--- config.mk ---
export PLATFORM = sky130hd
export DESIGN_NAME = ro_trng_collector
export DESIGN_NICKNAME = d
export VERILOG_FILES = /design/src/rtl/ro_trng_collector_pkg.sv /design/src/rtl/ro_trng_collector_vn_debias.sv /design/src/rtl/ro_trng_collector.sv
export SDC_FILE = /design/constraint.sdc
export NUM_CORES = 1
export LEC_CHECK = 0
export ABC_AREA = 1
export CAP_MARGIN = 25
export CORE_UTILIZATION = 33
export CTS_CLUSTER_DIAMETER = 100
export CTS_CLUSTER_SIZE = 14
export DETAILED_ROUTE_END_ITERATION = 12
export DONT_BUFFER_PORTS = 1
export SLEW_MARGIN = 40
export SYNTH_ARGS = -nofsm -noshare
export SYNTH_HDL_FRONTEND = slang
export SYNTH_SLANG_ARGS = --single-unit
--- constraint.sdc ---
create_clock -name clk -period 2.65 [get_ports clk]
set_clock_uncertainty 0.1 [all_clocks]
set_input_delay 0.53 -clock clk [delete_from_list [all_inputs] [get_ports clk]]
set_output_delay 0.53 -clock clk [all_outputs]
set_load 0.05 [all_outputs]
--- src/rtl/ro_trng_collector_pkg.sv ---
// ---------------------------------------------------------------------------
// ro_trng_collector_pkg
// Shared definitions for the ring-oscillator TRNG collector:
//   - default parameter values for the collector top level
//   - von Neumann debias FSM state encoding
// No ports (package).
// ---------------------------------------------------------------------------
package ro_trng_collector_pkg;

  localparam int unsigned N_CH_DEF      = 4;
  localparam int unsigned W_DEF         = 8;
  localparam int unsigned DIV_W_DEF     = 8;
  localparam int unsigned REP_LIMIT_DEF = 32;

  // ST_IDLE: waiting for the first bit of a pair.
  // ST_HAVE_FIRST: first bit stored, the next sample completes the pair.
  typedef enum logic [0:0] {
    ST_IDLE       = 1'b0,
    ST_HAVE_FIRST = 1'b1
  } vn_state_e;

endpackage : ro_trng_collector_pkg

--- src/rtl/ro_trng_collector_vn_debias.sv ---
// ---------------------------------------------------------------------------
// ro_trng_collector_vn_debias
// Von Neumann debiaser. It consumes one raw bit per tick and emits at most one
// accepted bit per pair: (0,1) -> 0, (1,0) -> 1, and equal pairs are dropped.
// When debiasing is disabled, every ticked raw bit passes straight through.
// Ports:
//   clk, rst_n     clock, asynchronous active-low reset
//   clr_i          synchronous clear of the pair state (collector disabled)
//   tick_i         sample strobe, one cycle wide
//   r_i            raw bit for this tick
//   debias_en_i    1 = pairwise debiasing, 0 = pass-through
//   bit_valid_o    combinational: an accepted bit is present this cycle
//   bit_o          the accepted bit
// ---------------------------------------------------------------------------
module ro_trng_collector_vn_debias
  import ro_trng_collector_pkg::*;
(
  input  logic clk,
  input  logic rst_n,
  input  logic clr_i,
  input  logic tick_i,
  input  logic r_i,
  input  logic debias_en_i,
  output logic bit_valid_o,
  output logic bit_o
);

  vn_state_e state_q, state_d;
  logic      first_q, first_d;
  logic      den_q;
  vn_state_e st_eff;

  always_ff @(posedge clk or negedge rst_n) begin
    if (!rst_n) begin
      state_q <= ST_IDLE;
      first_q <= 1'b0;
      den_q   <= 1'b0;
    end else begin
      state_q <= state_d;
      first_q <= first_d;
      den_q   <= debias_en_i;
    end
  end

  always_comb begin
    state_d     = state_q;
    first_d     = first_q;
    bit_valid_o = 1'b0;
    bit_o       = 1'b0;
    // A mode change discards any half-collected pair so that a pair never
    // spans bits collected under different modes.
    st_eff      = (debias_en_i != den_q) ? ST_IDLE : state_q;

    if (clr_i) begin
      state_d = ST_IDLE;
      first_d = 1'b0;
    end else if (!debias_en_i) begin
      state_d     = ST_IDLE;
      bit_valid_o = tick_i;
      bit_o       = r_i;
    end else begin
      state_d = st_eff;
      if (tick_i) begin
        unique case (st_eff)
          ST_IDLE: begin
            first_d = r_i;
            state_d = ST_HAVE_FIRST;
          end
          ST_HAVE_FIRST: begin
            // The first bit of an unequal pair is the output bit.
            if (first_q != r_i) begin
              bit_valid_o = 1'b1;
              bit_o       = first_q;
            end
            state_d = ST_IDLE;
          end
          default: state_d = ST_IDLE;
        endcase
      end
    end
  end

endmodule : ro_trng_collector_vn_debias

--- src/rtl/ro_trng_collector.sv ---
// ---------------------------------------------------------------------------
// ro_trng_collector
// Collects entropy from N_CH free-running ring oscillators. The synchronised
// oscillator bits that ch_mask selects are XOR-folded into one raw bit. That
// raw bit is sampled every max(div,1) clocks and health-checked with a
// repetition count. It is then optionally von Neumann debiased and packed
// LSB-first into W-bit words, which leave on a valid/ready port.
// Ports:
//   clk, rst_n    clock, asynchronous active-low reset
//   en            collector enable; low clears the collection state and flags
//   ro_bits       raw oscillator outputs, asynchronous to clk
//   ch_mask       1 = channel participates in the XOR
//   div           sample period in clocks (0 behaves as 1)
//   debias_en     1 = von Neumann debiasing
//   out_data      packed word, first accepted bit in bit 0
//   out_valid     out_data holds a word not yet transferred
//   out_ready     consumer accepts out_data when out_valid is high
//   health_fail   sticky repetition-count failure
//   overrun       sticky: an accepted bit was dropped for lack of space
// ---------------------------------------------------------------------------
module ro_trng_collector
  import ro_trng_collector_pkg::*;
#(
  parameter int unsigned N_CH      = N_CH_DEF,
  parameter int unsigned W         = W_DEF,
  parameter int unsigned DIV_W     = DIV_W_DEF,
  parameter int unsigned REP_LIMIT = REP_LIMIT_DEF
) (
  input  logic             clk,
  input  logic             rst_n,
  input  logic             en,
  input  logic [N_CH-1:0]  ro_bits,
  input  logic [N_CH-1:0]  ch_mask,
  input  logic [DIV_W-1:0] div,
  input  logic             debias_en,
  output logic [W-1:0]     out_data,
  output logic             out_valid,
  input  logic             out_ready,
  output logic             health_fail,
  output logic             overrun
);

  localparam int CNT_W = $clog2(W + 1);
  localparam int RUN_W = $clog2(REP_LIMIT + 1);

  // Run length after one more identical sample, held at REP_LIMIT.
  function automatic logic [RUN_W-1:0] run_sat_inc(input logic [RUN_W-1:0] v);
    if (v >= RUN_W'(REP_LIMIT)) return RUN_W'(REP_LIMIT);
    return v + RUN_W'(1);
  endfunction

  // Terminal divider count for a requested period; a period of 0 means 1.
  function automatic logic [DIV_W-1:0] div_last(input logic [DIV_W-1:0] d);
    if (d == '0) return '0;
    return d - DIV_W'(1);
  endfunction

  // Synchroniser: the only logic that ever sees ro_bits.
  logic [N_CH-1:0] sync1_q, sync2_q;

  // Divider
  logic [DIV_W-1:0] div_cnt_q, div_cnt_d;
  logic [DIV_W-1:0] lim_q, lim_d;
  logic             tick;

  // Raw bit and health test
  logic             r;
  logic             prev_r_q, prev_r_d;
  logic [RUN_W-1:0] run_q, run_d;
  logic             hf_q, hf_d;

  // Debias output
  logic             bit_valid;
  logic             bit_out;

  // Packer and output port
  logic [W-1:0]     sh_q, sh_d;
  logic [CNT_W-1:0] cnt_q, cnt_d, cnt_n;
  logic [W-1:0]     word;
  logic [W-1:0]     out_data_q, out_data_d;
  logic             out_valid_q, out_valid_d;
  logic             ovr_q, ovr_d;
  logic             acc, xfer, load;

  // ---- stage: synchronise -------------------------------------------------
  always_ff @(posedge clk or negedge rst_n) begin
    if (!rst_n) begin
      sync1_q <= '0;
      sync2_q <= '0;
    end else begin
      sync1_q <= ro_bits;
      sync2_q <= sync1_q;
    end
  end

  // ---- stage: sample divider and raw bit ----------------------------------
  always_comb begin
    // The period is captured at the start of every count sequence, so a new
    // div only takes effect once the current period has wrapped.
    lim_d     = (div_cnt_q == '0) ? div_last(div) : lim_q;
    tick      = en && (div_cnt_q == lim_d);
    div_cnt_d = tick ? '0 : div_cnt_q + DIV_W'(1);
    if (!en) begin
      div_cnt_d = '0;
      lim_d     = '0;
    end
  end

  assign r = ^(sync2_q & ch_mask);

  // ---- stage: repetition-count health test --------------------------------
  always_comb begin
    prev_r_d = prev_r_q;
    run_d    = run_q;
    hf_d     = hf_q;
    if (!en) begin
      run_d = '0;
      hf_d  = 1'b0;
    end else if (tick) begin
      prev_r_d = r;
      // run_q == 0 means no sample yet, so the first sample starts a run of 1.
      if ((run_q != '0) && (r == prev_r_q)) run_d = run_sat_inc(run_q);
      else                                  run_d = RUN_W'(1);
      if (run_d == RUN_W'(REP_LIMIT)) hf_d = 1'b1;
    end
  end

  // ---- stage: von Neumann debias ------------------------------------------
  ro_trng_collector_vn_debias u_vn_debias (
    .clk         (clk),
    .rst_n       (rst_n),
    .clr_i       (~en),
    .tick_i      (tick),
    .r_i         (r),
    .debias_en_i (debias_en),
    .bit_valid_o (bit_valid),
    .bit_o       (bit_out)
  );

  // ---- stage: pack and output handshake -----------------------------------
  always_comb begin
    acc   = bit_valid && !hf_q;
    xfer  = out_valid_q && out_ready;
    word  = sh_q;
    cnt_n = cnt_q;
    ovr_d = ovr_q;

    if (cnt_q == CNT_W'(W)) begin
      // A full word is parked waiting for the output; new bits are lost.
      if (acc) ovr_d = 1'b1;
    end else if (acc) begin
      word  = sh_q | (W'(bit_out) << cnt_q);
      cnt_n = cnt_q + CNT_W'(1);
    end

    // The bit that completes a word is merged combinationally so the word
    // reaches out_data on the same edge that accepts its last bit.
    load = en && !hf_q && (cnt_n == CNT_W'(W)) && (!out_valid_q || xfer);

    sh_d        = load ? '0 : word;
    cnt_d       = load ? '0 : cnt_n;
    out_data_d  = load ? word : out_data_q;
    out_valid_d = load || (out_valid_q && !xfer);

    if (!en) begin
      sh_d  = '0;
      cnt_d = '0;
      ovr_d = 1'b0;
    end
  end

  always_ff @(posedge clk or negedge rst_n) begin
    if (!rst_n) begin
      div_cnt_q   <= '0;
      lim_q       <= '0;
      prev_r_q    <= 1'b0;
      run_q       <= '0;
      hf_q        <= 1'b0;
      sh_q        <= '0;
      cnt_q       <= '0;
      out_data_q  <= '0;
      out_valid_q <= 1'b0;
      ovr_q       <= 1'b0;
    end else begin
      div_cnt_q   <= div_cnt_d;
      lim_q       <= lim_d;
      prev_r_q    <= prev_r_d;
      run_q       <= run_d;
      hf_q        <= hf_d;
      sh_q        <= sh_d;
      cnt_q       <= cnt_d;
      out_data_q  <= out_data_d;
      out_valid_q <= out_valid_d;
      ovr_q       <= ovr_d;
    end
  end

  assign out_data    = out_data_q;
  assign out_valid   = out_valid_q;
  assign health_fail = hf_q;
  assign overrun     = ovr_q;

endmodule : ro_trng_collector

==> flow_summary.json, run 1 <==
{
  "status": "finished with violations",
  "violations": "setup timing",
  "fin_crit_ns": 2.73,
  "syn2layout_area_growth_pct": 38.1,
  "cp_max_fo": 8,
  "ys_seq_area_frac": 0.451,
  "cts_num_sinks": 57,
  "vias_per_cell": 4.78,
  "initial_core_util": 0.341,
  "cp_slowest_cell": "dfrtp_1",
  "hold_class": "in -> reg",
  "reg2reg_depth": 19,
  "final_util": 0.470,
  "crit_path_end_kind": "register",
  "dieArea_um2": 9980,
  "setup-violations-final": 19,
  "clk_latency_ns": 0.34,
  "hold_depth": 0,
  "hold-path-endpoint": "sync1_q[0]$_DFF_PN0_",
  "gr-total-overflow": 0,
  "cp.depth": 19,
  "synth.distinct_cells": 33,
  "multiInputGateArea_um2": 1840,
  "cp.arrival_ns": 2.85,
  "wl_mm": 8.01,
  "fill_cells": 886,
  "synthCells": 412,
  "timing.rr.start": "div_cnt_q[0]$_DFF_PN0_",
  "path_cells": "inv_2 > ha_4 > nand2_4 > nor2_4 > nand2_4 > nor2_4 > nand2_2 > nand3_2 > nand2_2 > nor2_2 > nand2_2 > nor2_8 > nand4_1 > nand2_2 > nand2_2 > nor2_4 > nand3_4 > nand2_2 > nor2_1",
  "hpwl_mm": 5.12,
  "dpl_cell_area_um2": 3570,
  "slew_violations": 0,
  "gp_congestion": 0.918,
  "antenna_found_initial": 0,
  "drive_gt1_frac": 0.347,
  "cp.buffers_inverters": 1,
  "root_buffer": "clkbuf_8",
  "critPathLaunchType": "register",
  "grt_setup_unrepaired": "yes",
  "clockBufferDepth": 2,
  "ios": 32,
  "grt_pass1_wl_mm": 13.1,
  "ys_warn_count": 0,
  "final_nets": 518,
  "finalHoldViolCount": 0,
  "p_total_mw": 2.41,
  "slew_headroom": 0.547,
  "fin_crit_sh": 1.03,
  "netlist_area_um2": 3160,
  "syn_nets": 442,
  "synth_seq_cells": 57,
  "dr.pass1.iters": 4,
  "cpLargestDelayFamily": "simple AND/OR/NAND/NOR gates",
  "fin_ws_ns": -0.0784,
  "worst_pin_slew_ns": 0.677,
  "io_buffer_count": 0,
  "ff2ff_setup_slack_ns": -0.08,
  "cts_max_level": 3,
  "synth.avg_cell_area_um2": 7.68,
  "leakage_nw": 2.09,
  "drtIter0Drc": 134,
  "ff_latch_area_um2": 1430,
  "cpPeakStageDelay_ns": 0.39,
  "cp_common_cell": "nand2_2",
  "stdcell_area_um2": 4370,
  "core_um2": 9280,
  "holdCritStartpoint": "ro_bits[0]",
  "maxCapViolCount": 0,
  "grt_max_degree": 58,
  "grt_pass1_vias": 2817,
  "max-vdd-ir-drop_mv": 0.266,
  "clkTransAtPathRegs_ns": 0.07,
  "ant_nets": 0,
  "numCtsBuffers": 9,
  "die_w_um": 99.9,
  "routedWlPerCell_um": 12.9,
  "fmax_ghz": 0.367,
  "cts_tree": "built",
  "r2r_end": "sh_q[0]$_DFF_PN0_",
  "final_cell_mix": "nand2_1, buf_4, dfrtp_1",
  "vias": 2974,
  "diodes": 0,
  "num_rows": 35,
  "required_ns": 2.77,
  "grt.total_usage": 0.167,
  "drc_errors": 0,
  "p_per_area_nw_per_um2": 552,
  "final_common_cell": "nand2_1",
  "path_class": "reg -> reg",
  "die_h_um": 99.9
}
[cell usage after synthesis, drive strengths merged]
master,count,share of area
nand3b,1,0.0024
or2,1,0.0020
inv,50,0.059
o21ai,9,0.014
o22ai,5,0.0099
a21oi,13,0.021
o2111ai,1,0.0028
clkbuf,4,0.0047
nor2,59,0.089
ha,9,0.036
nor3,11,0.017
o21a,1,0.0024
o211ai,1,0.0024
dfrtp,57,0.45
o21bai,9,0.021
buf,1,0.0036
nand4,12,0.026
nand3,40,0.067
xnor2,1,0.0028
a31oi,1,0.0020
clkinv,1,0.0012
o32ai,1,0.0028
nand2,118,0.14
xor2,5,0.014
nor3b,1,0.0024
[flip-flops by register name (all words and copies together) (netlist names)]
register	flops
sh_q	8
u_vn_debias.state_q	1
u_vn_debias.first_q	1
u_vn_debias.den_q	1
run_q	6
cnt_q	4
div_cnt_q	8
out_data	8
health_fail	1
sync2_q	4
prev_r_q	1
sync1_q	4
overrun	1
lim_q	8
out_valid	1
[stage by stage]
| step | std cells | hold WS (ns) | TNS (ns) | worst slack (ns) |
|---|---|---|---|---|
| after global placement | 572 | 0.135 | -1.97 | -0.117 |
| after CTS | 616 | 0.100 | 0 | 0.00718 |
| after detailed placement | 572 | 0.135 | -3.47 | -0.187 |
| after floorplan | 412 | 0.134 | 0 | 0.00295 |
| after global routing | 622 | 0.0892 | -5.36 | -0.285 |
| final | 622 | 0.114 | -0.795 | -0.0784 |
[power breakdown]
part           internal (mW)  switching, mW  total [mW]
registers              0.912         0.0230       0.935
clock network          0.437          0.374       0.811
logic                  0.304          0.358       0.663
[final cells by class]
| cell class | count | share of cell area |
|---|---|---|
| Clock buffer | 10 | 0.0292 |
| Clock inverter | 6 | 0.0155 |
| Inverter | 51 | 0.0438 |
| Multi-Input combinational cell | 302 | 0.421 |
| Sequential cell | 57 | 0.327 |
| Tap cell | 129 | 0.0370 |
| Timing Repair Buffer | 67 | 0.127 |
[per-layer routing]
layer / up-vias / wire length (um) / GRT usage
li1: 1491 / - / -
met1: 1407 / 3760 / 0.219
met2: 68 / 3800 / 0.261
met3: 8 / 359 / 0.0543
met4: 0 / 87 / 0.0509
met5: - / 0 / 0
[worst max path at each step]
stage | from | end | slack [ns]
floorplan | div[0] | out_data[0]$_DFFE_PN0P_ | 0.003
global placement | div[0] | out_data[0]$_DFFE_PN0P_ | -0.12
detailed placement | div[0] | out_data[1]$_DFFE_PN0P_ | -0.19
CTS | div_cnt_q[1]$_DFF_PN0_ | out_data[7]$_DFFE_PN0P_ | 0.007
global route | div_cnt_q[0]$_DFF_PN0_ | sh_q[0]$_DFF_PN0_ | -0.28
finish | div_cnt_q[0]$_DFF_PN0_ | sh_q[0]$_DFF_PN0_ | -0.08
[kinds of logic after synthesis]
group	after synthesis	synth area share
XOR/XNOR	6	0.0166
adder cells (fa/ha/maj)	9	0.0356
flip-flops	57	0.451
AND/OR/NAND/NOR	243	0.350
AO/OA/AOI/OAI	41	0.0783
buffers and inverters	56	0.0688
[what timing repair did]
action / in CTS / in global routing
buffers inserted: 23 / 7
setup endpoints to repair: 19 / 39
gates cloned: 3 / 0
hold buffers: 2 / 0
pin swaps: 16 / 36
resized for setup: 25 / 59
hold endpoints to repair: 57 / 0
(Power assumes the default switching activity.)
==> run 2: changes to the inputs <==
- ABC_CLOCK_PERIOD_IN_PS: unset -> 2650
- CORE_MARGIN: unset -> 4
==> run 2 against run 1 <==
  * The run still ends with setup timing left
  * Sequential power is essentially flat
  * Die area grew 12%
  * Utilization shrank 2.4 points
  * Total power shrank 2.8%
  * Critical path type unchanged
  * Critical endpoint is now sh_q[2]$_DFF_PN0_
==> flow_summary.json, run 2 (synthesized netlist as in run 1, its figures left out) <==
{
  "cp_max_fo": 8,
  "hold_class": "in -> reg",
  "diodes": 0,
  "grt_pass1_wl_mm": 13.3,
  "status": "finished with violations",
  "max-vdd-ir-drop_mv": 0.268,
  "clockBufferDepth": 2,
  "cts_max_level": 3,
  "stdcell_count": 599,
  "final_cell_mix": "nand2_1, dfrtp_1, inv_1",
  "fin_ws_ns": -0.0507,
  "ios": 32,
  "antenna_found_initial": 0,
  "path_class": "reg -> reg",
  "die_w_um": 106,
  "clk_latency_ns": 0.35,
  "hold_slack_ns": 0.110,
  "final_nets": 495,
  "root_buffer": "clkbuf_8",
  "hpwl_mm": 5.17,
  "io_buffer_count": 0,
  "fmax_ghz": 0.370,
  "cts_num_sinks": 57,
  "crit_path_end_kind": "register",
  "vias_per_cell": 4.82,
  "wl_mm": 7.67,
  "grt_max_degree": 58,
  "critPathLaunchType": "register",
  "gr-total-overflow": 0,
  "die_h_um": 106,
  "finalHoldViolCount": 0,
  "placed_cells": 569,
  "routedWlPerCell_um": 12.8,
  "final_common_cell": "nand2_1",
  "leakage_nw": 1.97,
  "syn2layout_area_growth_pct": 31.0,
  "drive_gt1_frac": 0.294,
  "cts_tree": "built",
  "vias": 2888,
  "final_util": 0.446,
  "clkTransAtPathRegs_ns": 0.07,
  "worst_pin_slew_ns": 0.590,
  "slew_headroom": 0.606,
  "slew_violations": 0,
  "grt.total_usage": 0.145,
  "num_rows": 35,
  "fin_crit_sh": 1.02,
  "cp.arrival_ns": 2.83,
  "p_total_mw": 2.34,
  "drtIter0Drc": 125,
  "maxCapViolCount": 0,
  "fin_crit_ns": 2.70,
  "drc_errors": 0,
  "numCtsBuffers": 9,
  "ant_nets": 0,
  "dieArea_um2": 11200,
  "gp_congestion": 0.872,
  "initial_core_util": 0.341,
  "dr.pass1.iters": 4,
  "grt_pass1_vias": 2937,
  "setup-violations-final": 17,
  "grt_setup_unrepaired": "yes",
  "p_per_area_nw_per_um2": 565,
  "required_ns": 2.78,
  "core_um2": 9280,
  "violations": "setup timing"
}
[run 2: cell count changes in the layout (fill, tap and decap cells not counted), sizes merged]
cell,change
clkbuf,-1
buf,-23
clkinv,+1
[run 2: layer usage]
layer | GRT usage | wire length, um | vias to the layer above
met5 | 0 | 0 | -
met3 | 0.0334 | 390 | 18
met1 | 0.186 | 3500 | 1363
met2 | 0.233 | 3590 | 55
met4 | 0.0685 | 193 | 0
li1 | - | - | 1452
[run 2: critical path, cell delays in order (launching register included)]
cell and delay, ns:
dfrtp_1 0.39, inv_2 0.09, ha_4 0.17, nand2_4 0.05, nor2_4 0.14, nand2_4 0.13
nor2_4 0.16, nand2_2 0.08, nand3_2 0.07, buf_4 0.10, nand3_1 0.11, nor2_4 0.14
nand4_2 0.14, nor2_2 0.14, nor2_2 0.06, nor2_4 0.21, nand3_4 0.16, nand2_2 0.11
nor2_2 0.04
[run 2: final timing paths]
kind                       cells past startpoint  slack (ns)                    from                       to
max                                           18       -0.05  div_cnt_q[1]$_DFF_PN0_        sh_q[2]$_DFF_PN0_
min                                            0        0.11              ro_bits[1]     sync1_q[1]$_DFF_PN0_
max reg2reg                                   18       -0.05  div_cnt_q[1]$_DFF_PN0_        sh_q[2]$_DFF_PN0_
min reg2reg                                    0        0.25    sync1_q[0]$_DFF_PN0_     sync2_q[0]$_DFF_PN0_
max in group asynchronous                      2        1.60                   rst_n   div_cnt_q[5]$_DFF_PN0_
min in group asynchronous                      2        0.60                   rst_n  out_data[7]$_DFFE_PN0P_
[run 2: what timing repair did]
action / 4_1_cts / 5_1_grt
gates cloned: 3 / 0
hold buffers: 2 / 0
setup endpoints to repair: 20 / 36
hold endpoints to repair: 57 / 0
resized for setup: 29 / 46
setup buffers: 6 / 4
pin swaps: 19 / 12
[run 2: stage by stage]
step | setup TNS [ns] | worst slack, ns | instance area, um2
4_1_cts | -0.00588 | -0.00332 | 3960
2_1_floorplan | 0 | 0.00295 | 3170
6_report | -0.606 | -0.0507 | 4140
3_5_place_dp | -2.79 | -0.159 | 3550
5_1_grt | -4.42 | -0.252 | 4140
3_3_place_gp | -2.09 | -0.132 | 3550
[run 2: final cells by class]
cell class	instances	area, um2
Clock buffer	9	124
Clock inverter	7	80.1
Fill cell	926	5140
Inverter	51	194
Multi-Input combinational cell	302	1780
Sequential cell	57	1430
Tap cell	129	161
Timing Repair Buffer	44	372
[run 2: report_power, final]
| group | switching [mW] | total (mW) | internal, mW | leakage, nW |
|---|---|---|---|---|
| Clock | 0.396 | 0.837 | 0.441 | 0.0960 |
| Combinational | 0.333 | 0.571 | 0.238 | 1.11 |
| Sequential | 0.0212 | 0.933 | 0.912 | 0.762 |
==> run 3: changes to the inputs <==
- ABC_CLOCK_PERIOD_IN_PS: 2650 -> 2300
- CTS_CLUSTER_SIZE: 14 -> 12
- TNS_END_PERCENT: unset -> 50
- clock period: 2.65 -> 2.3 ns (I/O delays scaled with it)
==> run 3 against run 2 <==
  * Largest cell class unchanged
  * The run still ends with setup timing left
  * Global-route usage up 0.30 points
  * Die area unchanged
  * Sequential share of layout area down 1.1 points
  * Critical path type unchanged
  * Cell count up 1.8%
  * Clock power down 4.4%
  * Highest routed layer unchanged
==> flow_summary.json, run 3 (synthesized netlist as in run 1, its figures left out) <==
{
  "cp.buffers_inverters": 1,
  "hpwl_mm": 5.38,
  "syn2layout_area_growth_pct": 35.3,
  "cp_common_cell": "nand2_2",
  "finalHoldViolCount": 0,
  "pre_cts_ws_ns": -0.506,
  "worst_pin_slew_ns": 0.522,
  "clk_latency_ns": 0.34,
  "gp_congestion": 0.863,
  "p_per_area_nw_per_um2": 612,
  "cp_max_fo": 8,
  "wl_mm": 7.91,
  "placed_cells": 583,
  "num_rows": 35,
  "die_w_um": 106,
  "cts_tree": "built",
  "fin_crit_sh": 1.20,
  "die_h_um": 106,
  "fin_crit_ns": 2.76,
  "grt.total_usage": 0.148,
  "critPathLaunchType": "register",
  "cpPeakStageDelay_ns": 0.38,
  "fmax_ghz": 0.363,
  "drive_gt1_frac": 0.339,
  "violations": "setup timing",
  "core_um2": 9280,
  "cts_num_sinks": 57,
  "final_nets": 506,
  "io_buffer_count": 0,
  "grt_setup_unrepaired": "yes",
  "setup-violations-final": 40,
  "cp.arrival_ns": 2.89,
  "max-vdd-ir-drop_mv": 0.286,
  "grt_pass1_wl_mm": 13.5,
  "stdcell_area_um2": 4280,
  "antenna_found_initial": 0,
  "final_util": 0.461,
  "leakage_nw": 2.06,
  "slew_headroom": 0.651,
  "dpl_cell_area_um2": 3710,
  "cp_slowest_cell": "dfrtp_1",
  "final_cell_mix": "nand2_1, dfrtp_1, buf_4",
  "path_cells": "inv_2 > ha_4 > nand2_4 > nor2_4 > nand2_4 > nor2_4 > nand2_2 > nand3_2 > nand2_1 > nor2_1 > nand2_2 > nor2_8 > nand4_1 > nand2_2 > nand2_2 > nor2_4 > nand3_4 > nand2_1 > nand2_1",
  "slew_violations": 0,
  "ios": 32,
  "diodes": 0,
  "required_ns": 2.43,
  "routedWlPerCell_um": 13.0,
  "hold_class": "in -> reg",
  "final_common_cell": "nand2_1",
  "clkTransAtPathRegs_ns": 0.07,
  "vias_per_cell": 4.83,
  "dr.pass1.iters": 5,
  "fill_cells": 907,
  "initial_core_util": 0.341,
  "fin_ws_ns": -0.456,
  "stdcell_count": 610,
  "cts_max_level": 3,
  "maxCapViolCount": 0,
  "dieArea_um2": 11200,
  "path_class": "reg -> reg",
  "gr-total-overflow": 0,
  "drtIter0Drc": 141,
  "grt_max_degree": 58,
  "vias": 2947,
  "cpLargestDelayFamily": "simple AND/OR/NAND/NOR gates",
  "ant_nets": 0,
  "clockBufferDepth": 2,
  "root_buffer": "clkbuf_8",
  "status": "finished with violations",
  "numCtsBuffers": 9,
  "crit_path_end_kind": "register",
  "drc_errors": 0,
  "grt_pass1_vias": 2971
}
## run 3: cell type report
type,instances,area [um2],area share
clock buffers,10,128,0.0298
clock inverters,6,35.0,0.00819
flip-flops and latches,57,1430,0.334
repair buffers,55,467,0.109
multi-input cells,302,1860,0.435
inverters,51,198,0.0462
well taps,129,161,0.0377
## run 3: timing repair
| action | in CTS | in global routing |
|---|---|---|
| hold buffers | 2 | 0 |
| hold endpoints to repair | 57 | 0 |
| setup buffers | 1 | 6 |
| setup endpoints to repair | 40 | 40 |
| cloned | 3 | 0 |
| pin swaps | 19 | 29 |
| gates resized for setup | 48 | 33 |
## run 3: routing by layer
layer / track usage / routed length, um / vias up
met5: 0 / 0 / -
met1: 0.195 / 3620 / 1393
li1: - / - / 1467
met4: 0.0564 / 130 / 0
met2: 0.232 / 3770 / 75
met3: 0.0419 / 392 / 12
## run 3: path summary, 6_finish.rpt
| kind | start | endpoint | slack, ns | cells after the start |
|---|---|---|---|---|
| worst max-delay path | div_cnt_q[0]$_DFF_PN0_ | out_data[0]$_DFFE_PN0P_ | -0.46 | 19 |
| worst min-delay path | ro_bits[3] | sync1_q[3]$_DFF_PN0_ | 0.04 | 0 |
| worst max register to register | div_cnt_q[0]$_DFF_PN0_ | out_data[0]$_DFFE_PN0P_ | -0.46 | 19 |
| worst min register to register | sync1_q[2]$_DFF_PN0_ | sync2_q[2]$_DFF_PN0_ | 0.25 | 0 |
| max in group asynchronous | rst_n | div_cnt_q[3]$_DFF_PN0_ | 1.30 | 2 |
| min in group asynchronous | rst_n | sh_q[2]$_DFF_PN0_ | 0.52 | 2 |
## run 3: through the flow
stage | setup TNS [ns] | power (mW) | hold WS (ns)
floorplan | -3.77 | 1.44 | 0.0644
global placement | -12.21 | 1.63 | 0.0657
detailed placement | -14.40 | 1.64 | 0.0654
CTS | -7.97 | 2.57 | 0.0204
global route | -16.71 | 2.79 | 0.00865
finish | -11.11 | 2.62 | 0.0444
## run 3: where the power goes
| group | total, mW | internal, mW | switching (mW) |
|---|---|---|---|
| clock network | 0.800 | 0.382 | 0.417 |
| logic | 0.741 | 0.321 | 0.420 |
| registers | 1.08 | 1.05 | 0.0279 |
